`src/rtl/vmag_pkg.sv`:
```
// ---------------------------------------------------------------------------
// vmag_pkg
// Shared definitions for the vector-magnitude block and its helpers:
//   - vmag_state_t : control FSM states
//   - vmag_rw      : root width for W-bit components      (W+1)
//   - vmag_sum_w   : width of S = x^2 + y^2               (2W+1)
//   - vmag_rem_w   : width of the root remainder S - r^2  (W+2)
// ---------------------------------------------------------------------------
package vmag_pkg;

   typedef enum logic [2:0] {
      IDLE,
      SQX,
      SQY,
      ROOT,
      DONE
   } vmag_state_t;

   function automatic int vmag_rw(input int w);
      return w + 1;
   endfunction

   function automatic int vmag_sum_w(input int w);
      return 2 * w + 1;
   endfunction

   function automatic int vmag_rem_w(input int w);
      return w + 2;
   endfunction

endpackage

```
`src/rtl/vmag_isqrt.sv`:
```
// ---------------------------------------------------------------------------
// vmag_isqrt
// Iterative restoring integer square root, one result bit per cycle, MSB
// first. A start pulse captures the operand; the root takes (SW+1)/2
// iteration cycles, after which done pulses for one cycle. root/rem then
// hold until the next start.
// Ports:
//   clk, rst  : clock, synchronous active-high reset
//   start     : capture operand and begin (restarts if already running)
//   operand   : SW-bit unsigned radicand
//   done      : one-cycle pulse, root/rem valid from this cycle on
//   root      : floor(sqrt(operand)), (SW+1)/2 bits
//   rem       : operand - root^2, (SW+1)/2 + 1 bits
// ---------------------------------------------------------------------------
module vmag_isqrt #(
   parameter int SW = 17
) (
   input  logic                   clk,
   input  logic                   rst,
   input  logic                   start,
   input  logic [SW-1:0]          operand,
   output logic                   done,
   output logic [(SW+1)/2-1:0]    root,
   output logic [(SW+1)/2:0]      rem
);

   localparam int RTW  = (SW + 1) / 2;   // result bits
   localparam int OPW  = 2 * RTW;        // operand padded to whole bit-pairs
   localparam int REMW = RTW + 1;        // remainder never exceeds 2*root
   localparam int CW   = $clog2(RTW + 1);

   logic [OPW-1:0]    op_q;
   logic [REMW-1:0]   rem_q;
   logic [RTW-1:0]    root_q;
   logic [CW-1:0]     cnt_q;
   logic              run_q;
   logic              done_q;

   logic [REMW+1:0]   rem_try;
   logic [REMW+1:0]   trial;
   logic              fits;
   logic [REMW-1:0]   rem_d;

   // Bring down the next bit-pair and try subtracting (4*root + 1).
   always_comb begin
      rem_try = {rem_q, op_q[OPW-1 -: 2]};
      trial   = {1'b0, root_q, 2'b01};
      fits    = (rem_try >= trial);
      rem_d   = fits ? REMW'(rem_try - trial) : REMW'(rem_try);
   end

   always_ff @(posedge clk) begin
      if (rst) begin
         op_q   <= '0;
         rem_q  <= '0;
         root_q <= '0;
         cnt_q  <= '0;
         run_q  <= 1'b0;
         done_q <= 1'b0;
      end else begin
         done_q <= 1'b0;
         if (start) begin
            op_q   <= OPW'(operand);
            rem_q  <= '0;
            root_q <= '0;
            cnt_q  <= CW'(RTW);
            run_q  <= 1'b1;
         end else if (run_q) begin
            op_q   <= op_q << 2;
            rem_q  <= rem_d;
            root_q <= {root_q[RTW-2:0], fits};
            cnt_q  <= cnt_q - 1'b1;
            if (cnt_q == CW'(1)) begin
               run_q  <= 1'b0;
               done_q <= 1'b1;
            end
         end
      end
   end

   assign done = done_q;
   assign root = root_q;
   assign rem  = rem_q;

endmodule

```
`src/rtl/vector_mag_seq.sv`:
```
// ---------------------------------------------------------------------------
// vector_mag_seq
// Sequential magnitude of an unsigned 2-D vector: S = x^2 + y^2 via a single
// shift-add unit (W cycles per square), then the integer square root of S via
// vmag_isqrt, optionally rounded to nearest. Result latency is 3W+2 edges
// from the accepting edge.
// Ports:
//   clk, rst            : clock, synchronous active-high reset
//   in_valid / in_ready : operand handshake (ready only in IDLE)
//   in_x, in_y          : W-bit unsigned components
//   in_round            : 0 = floor root, 1 = round-to-nearest root
//   out_valid/out_ready : result handshake (valid only in DONE)
//   out_root            : root of S (W+1 bits), 0 when not valid
//   out_rem             : S - floor_root^2 (W+2 bits), 0 when not valid
//   out_sumsq           : S (2W+1 bits), 0 when not valid
//   busy                : high in every state but IDLE
// ---------------------------------------------------------------------------
module vector_mag_seq
   import vmag_pkg::*;
#(
   parameter int W = 8
) (
   input  logic                     clk,
   input  logic                     rst,
   input  logic                     in_valid,
   output logic                     in_ready,
   input  logic [W-1:0]             in_x,
   input  logic [W-1:0]             in_y,
   input  logic                     in_round,
   output logic                     out_valid,
   input  logic                     out_ready,
   output logic [vmag_rw(W)-1:0]    out_root,
   output logic [vmag_rem_w(W)-1:0] out_rem,
   output logic [vmag_sum_w(W)-1:0] out_sumsq,
   output logic                     busy
);

   localparam int RW    = vmag_rw(W);
   localparam int SUM_W = vmag_sum_w(W);
   localparam int REM_W = vmag_rem_w(W);
   localparam int CW    = $clog2(W);

   vmag_state_t      state_q, state_d;

   logic [SUM_W-1:0] mcand_q;    // multiplicand, shifted left each cycle
   logic [W-1:0]     mplier_q;   // multiplier, shifted right each cycle
   logic [W-1:0]     y_q;
   logic [SUM_W-1:0] sum_q;
   logic             round_q;
   logic [CW-1:0]    cnt_q;

   logic [SUM_W-1:0] sum_d;
   logic             cnt_last;
   logic             sqrt_start;
   logic             sqrt_done;
   logic [RW-1:0]    sqrt_root;
   logic [REM_W-1:0] sqrt_rem;
   logic             round_up;
   logic [RW-1:0]    root_fin;

   assign sum_d    = sum_q + (mplier_q[0] ? mcand_q : '0);
   assign cnt_last = (cnt_q == CW'(W - 1));
   // The root unit captures S on the same edge the last y partial product
   // folds in, so it takes the combinational sum rather than sum_q.
   assign sqrt_start = (state_q == SQY) && cnt_last;

   // NOTE: state_d gets a default before the case so no path leaves it unassigned, which would infer a latch.
   always_comb begin
      state_d = state_q;
      case (state_q)
         IDLE:    if (in_valid)  state_d = SQX;
         SQX:     if (cnt_last)  state_d = SQY;
         SQY:     if (cnt_last)  state_d = ROOT;
         ROOT:    if (sqrt_done) state_d = DONE;
         DONE:    if (out_ready) state_d = IDLE;
         default:                state_d = IDLE;
      endcase
   end

   // NOTE: sequential state uses non-blocking (<=) so every flop samples pre-edge values regardless of statement order.
   always_ff @(posedge clk) begin
      if (rst) state_q <= IDLE;
      else     state_q <= state_d;
   end

   // NOTE: every datapath register is an ordinary flop and is cleared on reset, so the block restarts from a known state.
   always_ff @(posedge clk) begin
      if (rst) begin
         mcand_q  <= '0;
         mplier_q <= '0;
         y_q      <= '0;
         sum_q    <= '0;
         round_q  <= 1'b0;
         cnt_q    <= '0;
      end else begin
         case (state_q)
            IDLE: begin
               if (in_valid) begin
                  mcand_q  <= SUM_W'(in_x);
                  mplier_q <= in_x;
                  y_q      <= in_y;
                  round_q  <= in_round;
                  sum_q    <= '0;
                  cnt_q    <= '0;
               end
            end
            SQX, SQY: begin
               sum_q    <= sum_d;
               mcand_q  <= mcand_q << 1;
               mplier_q <= mplier_q >> 1;
               cnt_q    <= cnt_q + 1'b1;
               if (cnt_last) begin
                  cnt_q <= '0;
                  // Reload the shared shift-add unit with y for the second square.
                  if (state_q == SQX) begin
                     mcand_q  <= SUM_W'(y_q);
                     mplier_q <= y_q;
                  end
               end
            end
            default: ;
         endcase
      end
   end

   vmag_isqrt #(
      .SW (SUM_W)
   ) u_isqrt (
      .clk     (clk),
      .rst     (rst),
      .start   (sqrt_start),
      .operand (sum_d),
      .done    (sqrt_done),
      .root    (sqrt_root),
      .rem     (sqrt_rem)
   );

   // Nearest integer: S - r^2 > r  <=>  S > (r + 1/2)^2 for integers.
   assign round_up = round_q && (sqrt_rem > REM_W'(sqrt_root));
   assign root_fin = sqrt_root + RW'(round_up);

   assign in_ready  = (state_q == IDLE);
   assign busy      = (state_q != IDLE);
   assign out_valid = (state_q == DONE);
   assign out_root  = out_valid ? root_fin : '0;
   assign out_rem   = out_valid ? sqrt_rem : '0;
   assign out_sumsq = out_valid ? sum_q    : '0;

endmodule

```
`config.mk`:
```
export PLATFORM = sky130hd
export DESIGN_NAME = vector_mag_seq
export DESIGN_NICKNAME = d
export VERILOG_FILES = /design/src/rtl/vmag_pkg.sv /design/src/rtl/vmag_isqrt.sv /design/src/rtl/vector_mag_seq.sv
export SDC_FILE = /design/constraint.sdc
export NUM_CORES = 1
export LEC_CHECK = 0
export ABC_AREA = 0
export CORE_UTILIZATION = 35
export CTS_BUF_LIST = sky130_fd_sc_hd__clkbuf_4 sky130_fd_sc_hd__clkbuf_8 sky130_fd_sc_hd__clkbuf_16
export CTS_CLUSTER_DIAMETER = 200
export CTS_CLUSTER_SIZE = 24
export DETAILED_ROUTE_END_ITERATION = 12
export GPL_ROUTABILITY_DRIVEN = 0
export PLACE_DENSITY = 0.56
export SLEW_MARGIN = 10
export SYNTH_ARGS = -nofsm -noshare
export SYNTH_HDL_FRONTEND = slang
export SYNTH_SLANG_ARGS = --single-unit
```
`constraint.sdc`:
```
create_clock -name clk -period 4.85 [get_ports clk]
set_input_delay 0.97 -clock clk [delete_from_list [all_inputs] [get_ports clk]]
set_output_delay 0.97 -clock clk [all_outputs]
set_load 0.02 [all_outputs]
```
; ---- Word level (Yosys, flattened, before mapping)
; Index checks and enable logic that the tools add are counted.
[totals]
regBits = 100
inputBits = 21
output_inout_bits = 39
elab_cells = 78
[op_classes]
addsub = 5
n_lt_le_gt_ge = 2
eq_ne = 11
n_mux = 32
n_bitwise = 1
n_reduce_logical = 12
[ops]
columns = operator, count
row1 = $mux 17, 8
row2 = $pmux 17 s2, 2
row3 = $mux 8, 3
row4 = $mux 3, 7
row5 = $mux 10, 2
row6 = $add 17x17->17, 1
row7 = $pmux 8 s2, 1
row8 = $pmux 3 s5, 1
row9 = $ge 12x11->1, 1
row10 = $gt 10x9->1, 1
row11 = $sub 10x10->10, 1
row12 = $add 9x1->9, 1
row13 = $mux 9, 1
row14 = $mux 4, 2
row15 = $eq 3x2->1 const B, 2
row16 = $eq 3x3->1 const B, 2
row17 = $ne 2x2->1 const B, 3
row18 = $pmux 3 s2, 1
row19 = $reduce_and 5->1, 1
row20 = $eq 4x1->1 const B, 1
row21 = $mux 1, 4
row22 = $ne 2x1->1 const B, 2
row23 = $reduce_and 2->1, 2
row24 = $reduce_bool 2->1, 2
row25 = 9 further kinds, 11

; ---- Logic depth before layout (Yosys ltp)
[logic_depth]
ltp_word = 4
ltp_mapped = 15
depth_no_buf = 14

; ---- Hierarchy
; Synthesis repeated with hierarchy kept, for this count alone.
[unflattened]
cells_unflattened = 764
hier_area_um2 = 6177.2
[by_module_without_submodules]
columns = module, n_inst, cells_per_inst, area_per_inst_um2, seq_area_each_um2
row1 = vector_mag_seq, 1, 490, 3878.7, 1141.1
row2 = vmag_isqrt, 1, 274, 2298.5, 860.8

; ---- Least setup slack after synthesis
; OpenSTA, ideal clock, no wires.
[synth_timing]
path_type = register to output
start = register u_isqrt.root_q[4] (netlist: u_isqrt.root[4])
end = output port out_root[8]
arrival_ns = 2.929
required_ns = 3.880
slack_ns = 0.951
stages_incl_launch_ff = 15
n_path_buf = 0
path_cell_list = dfxtp_1 inv_1 ha_1 inv_1 o21ai_1 a21oi_2 o21a_1 o21ai_0 o311a_1 ha_1 ha_1 and3_1 or3b_2 xnor2_1 nor2_1
[synth_between]
elab_chain_cells = 4
[synth_rtl]
columns = element, line_no
row1 = start: declaration, vmag_isqrt.sv:34  ; logic [RTW-1:0] root_q;
row2 = start signal: assignment, vmag_isqrt.sv:71  ; root_q <= {root_q[RTW-2:0], fits};
row3 = $gt 10x9->1, vector_mag_seq.sv:139  ; assign round_up = round_q && (sqrt_rem > REM_W'(sqrt_root));
row4 = $logic_and 1x1->1, vector_mag_seq.sv:139
row5 = $add 9x1->9 (*), vector_mag_seq.sv:140  ; assign root_fin = sqrt_root + RW'(round_up);
row6 = $mux 9 (*), vector_mag_seq.sv:145  ; assign out_root = out_valid ? root_fin : '0;
row7 = end: declaration, vector_mag_seq.sv:32  ; output logic [vmag_rw(W)-1:0] out_root,
; Mark *: on every way between the ends. The rest lies on a longest branch, timed or not.

; ---- Worst setup path in the final report
[layout_timing]
start = register u_isqrt.root_q[5] (netlist: u_isqrt.root[5])
end = output port out_root[8]
; The elaborated chain is that of the path after synthesis.

==> reports/qor.yml <==
area_growth_pct: 16.4
slew_viol_final: 0
synth-adder-area-share: 0.0740
timing.final.ws_setup_ns: 0.214
dp_hpwl_um: 11200
met1_usage: 0.219
clkTransAtPathRegs_ns: 0.06
r2r-end: "u_isqrt.rem[1]"
status: "completed"
pre_cts_ws_ns: 0.200
synthMuxAreaShare: 0.0587
vdd_drop_max_v: 0.000161
syn-num-nets: 795
core_mm2: 0.0167
setup_viol: 0
pwr-share-seq: 0.513
drv_cap: 0
postSynthAreaPerCell_um2: 8.14
synth_compound_area_frac: 0.215
vias: 5363
slew_headroom: 0.325
ys_ff_latch: 100
fmax_mhz: 216
grt-ovfl-total: 0
fin_nets: 822
numPortBuffers: 59
dieWidth_um: 133
hold_depth: 2
cts_sinks: 100
finClkSkew_ns: 0.00820
dieArea_mm2: 0.0177
required_ns: 3.88
grtUsageMet3: 0.0274
whs_endpoint: "y_q[4]"
top_usage_layer: "met2"
synth_top_family_by_area: "simple AND/OR/NAND/NOR gates"
post-route-period-util: 0.956
p_clk_frac: 0.419
yosys_warnings: 0
netlist_area_mm2: 0.00602
final.setup.tns_ns: 0
wire_per_inst_um: 16.0
ff2ff_path_depth: 6
internal_power_uw: 1250
grt_util_met2: 0.324
startpoint_type: "flop"
cts_made_buffers: 9
cp.arrival_ns: 3.67
pwr_density_cell_mw_per_mm2: 236
synth_seq_area_share: 0.333
synth_cells: 739
finalHoldViolations: 0
worst_slew_pin_slew_ns: 1.01
min-delay-start: "y_q[4]"
synthXorXnorAreaFrac: 0.0349
synth.distinct_cells: 69
grt_first_pass_wirelength_um: 25300
ctsHtreeMaxLevel: 3
clk_latency_ns: 0.35
diodes: 0
hold_path_class: "flop to flop"
track_usage: 0.180
worstPathMaxFanout: 10
cts_tree: "built"
vias_per_cell: 5.41
drive_gt1_frac: 0.0674
antenna_found_initial: 0
synthSimpleGateAreaFrac: 0.228
die_h_um: 133
root_buffer: "clkbuf_16"
ys_async_sr_fraction: 0
grt_pass1_vias: 4966
p_comb_frac: 0.068
remaining_drc_errors: 0
ant_nets: 0
synth_edf_count: 0
yosys_most_used_dff: "dfxtp_1"
p_sw_uw: 409
period_minus_slack_ns: 4.64
p_leak_uw: 0.00276
crit_path_end_kind: "primary output"
cts_setup_buffers: 0
path_class: "flop to primary output"
r2r_slack_ns: 1.67
grt_max_degree: 79
num_rows: 47
ios: 60
drt_first_pass_iters: 5
r2r_start: "cnt_q[0]"
placed_cell_area_mm2: 0.00671
initial_core_util: 0.360
switching_share: 0.247
design_area_mm2: 0.00700
wirelength_um: 15900
cts.path.max_buffers: 2
drtIter0Drc: 320
rsz0062_at_grt: "no"
## what timing repair did
| item | 4_1_cts | 5_1_grt |
|---|---|---|
| hold buffers | 0 | 0 |
| setup endpoints to repair | 1 | 4 |
| gates resized for setup | 1 | 6 |
| pin swaps | 0 | 0 |
## how the worst max path moves through the flow
stage,start,end,slack [ns],cells past startpoint
2_1_floorplan,u_isqrt.root[4],out_root[8],0.95,14
3_3_place_gp,u_isqrt.root[4],out_root[8],0.36,15
3_5_place_dp,u_isqrt.root[4],out_root[8],0.20,15
4_1_cts,u_isqrt.root[4],out_root[7],0.04,14
5_1_grt,u_isqrt.root[5],out_root[8],0.01,13
6_report,u_isqrt.root[5],out_root[8],0.21,13
## through the flow
step	hold slack [ns]	cells	total power, uW	util
after global routing	0.492	991	1740	0.419
after global placement	0.448	975	979	0.402
final	0.465	991	1650	0.419
after CTS	0.465	991	1680	0.418
after floorplan	0.437	739	937	-
after detailed placement	0.456	975	981	0.402
## cells in the mapped netlist (all sizes together), types with 2 or more instances
library cell / n / share of area
and4: 3 / 0.0046
nor2: 101 / 0.063
xnor2: 18 / 0.026
a21o: 9 / 0.011
nor4: 4 / 0.0042
a2111oi: 3 / 0.0064
nor4b: 2 / 0.0054
nand3b: 2 / 0.0025
ha: 34 / 0.071
a22oi: 22 / 0.027
and3: 31 / 0.032
a311oi: 4 / 0.0058
nand2: 70 / 0.044
o21ai: 18 / 0.016
and2: 16 / 0.017
nor3b: 2 / 0.0033
buf: 25 / 0.024
dfxtp: 100 / 0.33
o31a: 2 / 0.0029
nor3: 11 / 0.011
mux2i: 33 / 0.055
a211oi: 21 / 0.027
nand4b: 3 / 0.0044
o21a: 8 / 0.010
or3b: 2 / 0.0029
a221oi: 12 / 0.017
o31ai: 4 / 0.0050
o311ai: 2 / 0.0029
xor2: 6 / 0.0087
a311o: 3 / 0.0050
nand3: 13 / 0.011
nand4: 4 / 0.0042
a31oi: 3 / 0.0056
or3: 3 / 0.0031
o211ai: 2 / 0.0025
inv: 26 / 0.016
nor2b: 6 / 0.0062
nand2b: 8 / 0.0083
a21oi: 65 / 0.057
mux2: 2 / 0.0037
clkbuf: 25 / 0.016
## cells in the final DEF, fill, tap and decap left out, types with 4 or more instances in the layout
cell / Yosys / routed
nand3_1: 13 / 13
o21ai_0: 14 / 14
nand2b_1: 8 / 8
a21oi_2: 4 / 4
nor3_1: 9 / 9
mux2i_1: 33 / 33
dfxtp_1: 100 / 98
xnor2_1: 18 / 18
a22oi_1: 22 / 22
nor2b_1: 6 / 6
xor2_1: 6 / 6
a221oi_1: 12 / 12
and2_1: 16 / 16
nor2_1: 100 / 99
nand4_1: 4 / 4
o21a_1: 7 / 7
ha_1: 34 / 32
a211oi_1: 20 / 20
inv_1: 26 / 26
clkbuf_16: 0 / 9
nor4_1: 4 / 4
a21o_1: 9 / 9
a311oi_1: 4 / 4
a21oi_1: 61 / 61
and3_1: 31 / 31
nand2_1: 70 / 70
clkdlybuf4s50_1: 0 / 55
buf_4: 0 / 7
## critical path, cell delays in order (launching register included)
cell	delay (ns)
dfxtp_1	0.43
inv_1	0.08
ha_1	0.46
nand4_1	0.21
o21a_1	0.22
o21ai_0	0.15
o311a_1	0.19
ha_1	0.16
ha_1	0.18
and3_1	0.24
or3b_2	0.47
xnor2_1	0.13
nor2_1	0.08
clkdlybuf4s15_1	0.31
## state kept, by name, summed over array words and instances (netlist names)
signal and count:
u_isqrt.run_q 1, u_isqrt.root 9, sum_q 17, y_q 8
u_isqrt.done 1, u_isqrt.op_q 18, mplier_q 8, u_isqrt.cnt_q 4
state_q 3, round_q 1, cnt_q 3, mcand_q 17
u_isqrt.rem 10
## routing by layer
metal / wire length [um] / part of all wire / up-vias
met3: 574 / 0.036 / 15
met5: 0 / 0 / -
met4: 214 / 0.013 / 0
met2: 7770 / 0.49 / 105
li1: - / - / 2699
met1: 7350 / 0.46 / 2544
## area by class of cell
class,instances,area [um2]
Clock buffer,11,246
Clock inverter,5,36.3
Fill cell,1658,9700
Inverter,27,101
Multi-Input combinational cell,562,3690
Sequential cell,100,2000
Tap cell,220,275
Timing Repair Buffer,66,643
## power groups by stage
stage | Sequential, uW | Clock, uW | Combinational [uW]
floorplan | 861 | 0 | 76.2
global placement | 868 | 0 | 112
detailed placement | 868 | 0 | 113
CTS | 849 | 719 | 114
global route | 851 | 759 | 126
finish | 849 | 693 | 113
## cells by family (layout without fill, tap and decap cells)
family,Yosys count,in the layout
AOI/OAI and AO/OA,186,186
DFF,100,100
buffers and inverters,77,109
xor gates and xnor gates,24,24
and+or+nand+nor,282,282
muxes,35,35
adders and majority gates,35,35
Power figures use the tool's default switching activity.
